**src/rtl/aidan_mcnay_rem_unit_pkg.sv**
```systemverilog
// Shared state encodings and counter sizing for the remainder unit and its benches.
`ifndef AIDAN_MCNAY_REM_UNIT_PKG_SV
`define AIDAN_MCNAY_REM_UNIT_PKG_SV

package aidan_mcnay_rem_unit_pkg;

  typedef enum logic [1:0] {
    StIdle = 2'd0,
    StCalc = 2'd1,
    StDone = 2'd2
  } rem_state_e;

  localparam int unsigned DefaultNbits    = 16;
  localparam int unsigned DefaultCntWidth = $clog2(DefaultNbits);

  // Step counter width for a given operand width; never narrower than one bit.
  function automatic int unsigned cnt_width(int unsigned nbits);
    return (nbits > 1) ? $clog2(nbits) : 1;
  endfunction

endpackage

`endif

```
**src/rtl/aidan_mcnay_rem_step.sv**
```systemverilog
// One restoring-division step: shift in the next dividend bit, subtract divisor if it fits.
module aidan_mcnay_rem_step #(
  parameter int unsigned nbits = 16
) (
  input  logic [nbits:0]   rem,
  input  logic             dividend_bit,
  input  logic [nbits-1:0] divisor,
  output logic [nbits:0]   rem_next
);

  logic [nbits:0] trial;
  logic           unused_rem_msb;

  // The partial remainder never reaches bit nbits, so it drops out of the shift.
  assign trial          = {rem[nbits-1:0], dividend_bit};
  assign rem_next       = (trial >= {1'b0, divisor}) ? trial - {1'b0, divisor} : trial;
  assign unused_rem_msb = rem[nbits];

endmodule

```
**src/rtl/aidan_mcnay_rem_unit.sv**
```systemverilog
// Multi-cycle remainder unit (dividend mod divisor), one restoring step per cycle.
// Define AIDAN_MCNAY_REM_UNIT_EARLY_EXIT_EN to skip CALC when the answer is the dividend.
module aidan_mcnay_rem_unit
  import aidan_mcnay_rem_unit_pkg::*;
#(
  parameter int unsigned nbits = 16
) (
  input  logic             clk,
  input  logic             reset,
  input  logic             istream_val,
  output logic             istream_rdy,
  input  logic [nbits-1:0] istream_dividend,
  input  logic [nbits-1:0] istream_divisor,
  output logic             ostream_val,
  input  logic             ostream_rdy,
  output logic [nbits-1:0] ostream_remainder
);

  localparam int unsigned CntW = cnt_width(nbits);

  rem_state_e       state_q, state_d;
  logic [nbits:0]   rem_q, rem_d, rem_step;
  logic [CntW-1:0]  cnt_q, cnt_d;
  logic [nbits-1:0] dividend_q, dividend_d;
  logic [nbits-1:0] divisor_q, divisor_d;

  aidan_mcnay_rem_step #(
    .nbits(nbits)
  ) u_step (
    .rem         (rem_q),
    .dividend_bit(dividend_q[cnt_q]),
    .divisor     (divisor_q),
    .rem_next    (rem_step)
  );

  always_comb begin
    state_d    = state_q;
    rem_d      = rem_q;
    cnt_d      = cnt_q;
    dividend_d = dividend_q;
    divisor_d  = divisor_q;
    unique case (state_q)
      StIdle: begin
        if (istream_val) begin
          dividend_d = istream_dividend;
          divisor_d  = istream_divisor;
          rem_d      = '0;
          cnt_d      = CntW'(nbits - 1);
          state_d    = StCalc;
`ifdef AIDAN_MCNAY_REM_UNIT_EARLY_EXIT_EN
          if ((istream_divisor == '0) || (istream_dividend < istream_divisor)) begin
            rem_d   = {1'b0, istream_dividend};
            state_d = StDone;
          end
`endif
        end
      end
      StCalc: begin
        rem_d = rem_step;
        if (cnt_q == '0) begin
          state_d = StDone;
        end else begin
          cnt_d = cnt_q - CntW'(1);
        end
      end
      StDone: begin
        if (ostream_rdy) begin
          state_d = StIdle;
        end
      end
      default: state_d = StIdle;
    endcase
  end

  always_ff @(posedge clk or posedge reset) begin
    if (reset) begin
      state_q    <= StIdle;
      rem_q      <= '0;
      cnt_q      <= '0;
      dividend_q <= '0;
      divisor_q  <= '0;
    end else begin
      state_q    <= state_d;
      rem_q      <= rem_d;
      cnt_q      <= cnt_d;
      dividend_q <= dividend_d;
      divisor_q  <= divisor_d;
    end
  end

  assign istream_rdy       = (state_q == StIdle);
  assign ostream_val       = (state_q == StDone);
  assign ostream_remainder = ostream_val ? rem_q[nbits-1:0] : '0;

endmodule

```
**config.mk**
```make
export PLATFORM = sky130hd
export DESIGN_NAME = aidan_mcnay_rem_unit
export DESIGN_NICKNAME = d
export VERILOG_FILES = /design/src/rtl/aidan_mcnay_rem_unit_pkg.sv /design/src/rtl/aidan_mcnay_rem_step.sv /design/src/rtl/aidan_mcnay_rem_unit.sv
export SDC_FILE = /design/constraint.sdc
export NUM_CORES = 1
export LEC_CHECK = 0
export CAP_MARGIN = 20
export CORE_MARGIN = 2
export CORE_UTILIZATION = 47
export CTS_BUF_LIST = sky130_fd_sc_hd__clkbuf_16
export DETAILED_ROUTE_END_ITERATION = 10
export HOLD_SLACK_MARGIN = 0.05
export PLACE_DENSITY = 0.71
export SLEW_MARGIN = 20
export SYNTH_ARGS = -nofsm -noshare
export SYNTH_HDL_FRONTEND = slang
export SYNTH_SLANG_ARGS = --single-unit
```
**constraint.sdc**
```tcl
create_clock -name clk -period 8.89 [get_ports clk]
set_input_delay 2.667 -clock clk [delete_from_list [all_inputs] [get_ports clk]]
set_output_delay 2.667 -clock clk [all_outputs]
set_load 0.01 [all_outputs]
```
==> impl_results.md <==
- Core Area: 7137 sq um
- Via count: 2674
- Hold Slack: 503.6 ps
- Mapped Avg Cell Area: 10.32 sq um
- LEAKAGE: 1.836 nW
- Pwr Density: 426.1 nW/um^2
- TritonRoute pass-1 iters: 4
- Largest net degree at the start of global routing: 55
- Layout cell share with drive strength beyond 1: 16.45%
- Hold_buf cts: 0
- Root buffer cell: clkbuf_16
- Vias/cell: 5.618
- Fin nets: 430
- Area growth from synthesis to layout: 22.00%
- Synthesis-stage register bit count: 54
- Endpoints failing setup: 0
- Clk_skew: 8.008 ps
- R2r worst-path depth: 10
- Setup TNS: 0 ps
- Yosys top cell area share: 39.66%
- Max Clock Freq: 0.2104 GHz
- Vias in the first global route: 2660
- Unrepaired setup endpoints after global routing: no
- Top post-synthesis cells by area: dfrtp_1 40%, mux2_2 11%, ha_1 6.2%
- Antenna-violating nets left: 0
- Number of enable flip-flop cells after synthesis: 0
- Slew @ Worst Pin: 991.6 ps
- Grt total ovfl: 0
- Slowest stage cell, crit path: nor2b_2
- Slew Limit Fails: 0
- Crit path launch type: flip-flop
- Number of H-tree levels: 2
- Initial Util: 47.74%
- First-pass GRT wire length: 12680 um
- Initial antenna violation count: 0
- Clock Tree Buf Depth: 2
- Hold WC Path Type: reg2reg
- Worst path arrival time: 2090 ps
- Area leader, netlist: dfrtp_1
- Hold path cells: 1
- CP endpoint: ostream_remainder[10]
- Synth cell types: 57
- Worst R2R Setup Slack: 4880 ps
- Beginning of the critical path: state_q[0]$_DFFE_PP0P_
- Final Hold Viols: 0
- CTS tree: done
- WP data required: 6220 ps
- Worst setup path category: reg2out
- Post-Syn Nets: 384
- CTS sink cnt: 54
- Most frequent cells in the layout: 54 x dfrtp_1, 53 x clkdlybuf4s50_1, 32 x mux2_2
- Die height: 89.14 um
- Wire length per cell: 16.03 um
- Status: completed
- Die X: 89.14 um
- Post-cts sizing count: 0
- Reg-to-Reg End: rem_q[12]$_DFFE_PP0P_
- Row cnt: 31
- Yosys warnings: 0
- Drt drc: 0
- Cell count after synthesis: 330
- Mapped Area: 3407 sq um
- CP Cell Sequence: nor2b_2, and2_1, clkdlybuf4s50_1
- Sequential area share after synthesis: 39.66%
- Input/output buffers: 53
- Async SR Flop Fraction: 100.0%
- Worst VDD drop: 0.1541 mV
- Max Fanout on Critical Path: 18
- Final wirelength: 7630 um
- Final Critical Period: 4753 ps
- Routability Congestion: 0.9009
- Synth Flop Type: dfrtp_1
- CP peak stage delay: 600 ps
- Max_cap viols: 0
- Total GRT Usage: 20.42%
- Worst-path clk slew: 80 ps
- CP endpoint kind: output port
- Worst slew margin: 33.50%
- Reg-to-reg startpoint: cnt_q[0]$_DFFE_PP0P_
- DPL Wire Length: 5251 um
- Worst-skew pair later-pin latency: 290 ps
- Die area: 7946 sq um
- Setup Buffers After CTS: 0
- Ports: 54
- Num CTS Buffers: 5
- Most common cell after layout, fill and taps aside: dfrtp_1
- Starting DRT DRC Count: 77
- N_diodes: 0
- Final Cycle Share: 53.46%
## layout make-up
| cell class | instances | area [sq um] |
|---|---|---|
| clock buffer | 5 | 125.1 |
| clock inverter | 3 | 26.28 |
| fill | 644 | 2980 |
| inverter | 22 | 82.58 |
| multi-input combinational | 236 | 1887 |
| sequential | 54 | 1351 |
| tap | 99 | 123.9 |
| timing repair buffer | 57 | 560.5 |
## Yosys cell counts, types with 2 or more instances
| cell type | n |
|---|---|
| nand3_1 | 9 |
| o211ai_1 | 2 |
| mux4_2 | 5 |
| inv_1 | 22 |
| nand4_1 | 5 |
| a211oi_1 | 6 |
| xor2_1 | 6 |
| o31ai_1 | 6 |
| mux2_2 | 32 |
| ha_1 | 17 |
| a21oi_1 | 13 |
| clkbuf_1 | 6 |
| buf_1 | 5 |
| a21o_1 | 5 |
| buf_6 | 2 |
| o21ai_0 | 8 |
| nand2_1 | 18 |
| nor2_1 | 12 |
| nand2b_1 | 5 |
| dfrtp_1 | 54 |
| a211o_1 | 2 |
| buf_2 | 4 |
| and2_1 | 18 |
| nand3b_1 | 2 |
| a311o_1 | 3 |
| and3_1 | 15 |
| a31oi_1 | 5 |
| nor3_1 | 2 |
| a41oi_1 | 6 |
| xnor2_1 | 7 |
| nor2b_1 | 2 |
## registers in the layout, summed over array words and instances (netlist names)
| register | flops |
|---|---|
| rem_q | 16 |
| cnt_q | 4 |
| dividend_q | 16 |
| divisor_q | 16 |
| state_q | 2 |
## worst min path at each step
stage / startpoint / end / slack, ps
floorplan: dividend_q[10]$_DFFE_PP0P_ / dividend_q[10]$_DFFE_PP0P_ / 470
global placement: dividend_q[14]$_DFFE_PP0P_ / dividend_q[14]$_DFFE_PP0P_ / 480
detailed placement: dividend_q[14]$_DFFE_PP0P_ / dividend_q[14]$_DFFE_PP0P_ / 490
CTS: dividend_q[14]$_DFFE_PP0P_ / dividend_q[14]$_DFFE_PP0P_ / 510
global route: dividend_q[4]$_DFFE_PP0P_ / dividend_q[4]$_DFFE_PP0P_ / 520
finish: dividend_q[14]$_DFFE_PP0P_ / dividend_q[14]$_DFFE_PP0P_ / 500
## metal layers
layer,global-route usage (%),part of all wire (%)
met5,0,0
met4,5.020,0.66
met3,3.232,3.8
met1,26.56,47
met2,35.69,49
## metrics by stage
step	power, W	cells	setup slack (ps)	utilization, %	area (sq um)
2_1_floorplan	0.001354	330	4908	-	3407
3_3_place_gp	0.001532	468	4125	56.08	4003
3_5_place_dp	0.001564	468	4024	56.08	4003
4_1_cts	0.001774	476	3694	58.20	4154
5_1_grt	0.001930	476	4005	58.24	4156
6_report	0.001771	476	4137	58.24	4156
## critical path, delay by kind of cell, from the launching register on
family / cells / cell delay, ps
buf+inv: 1 / 550
flops: 1 / 420
simple gates: 2 / 830
## where the power goes
| part | switching, W | internal, W |
|---|---|---|
| Clock | 0.0000979 | 0.000107 |
| Combinational | 0.000570 | 0.000520 |
| Sequential | 0.0000976 | 0.000378 |
## kinds of logic (layout without fill, tap and decap cells)
family	count (synthesis)	in the layout	share of synthesized area (%)
DFF	54	54	39.66
adders and majority gates	18	18	6.831
and+or+nand+nor	94	94	14.87
buffers and inverters	40	87	5.105
AOI/OAI and AO/OA	73	73	16.01
muxes	38	38	14.18
xor gates and xnor gates	13	13	3.342
(Power assumes the default switching activity.)
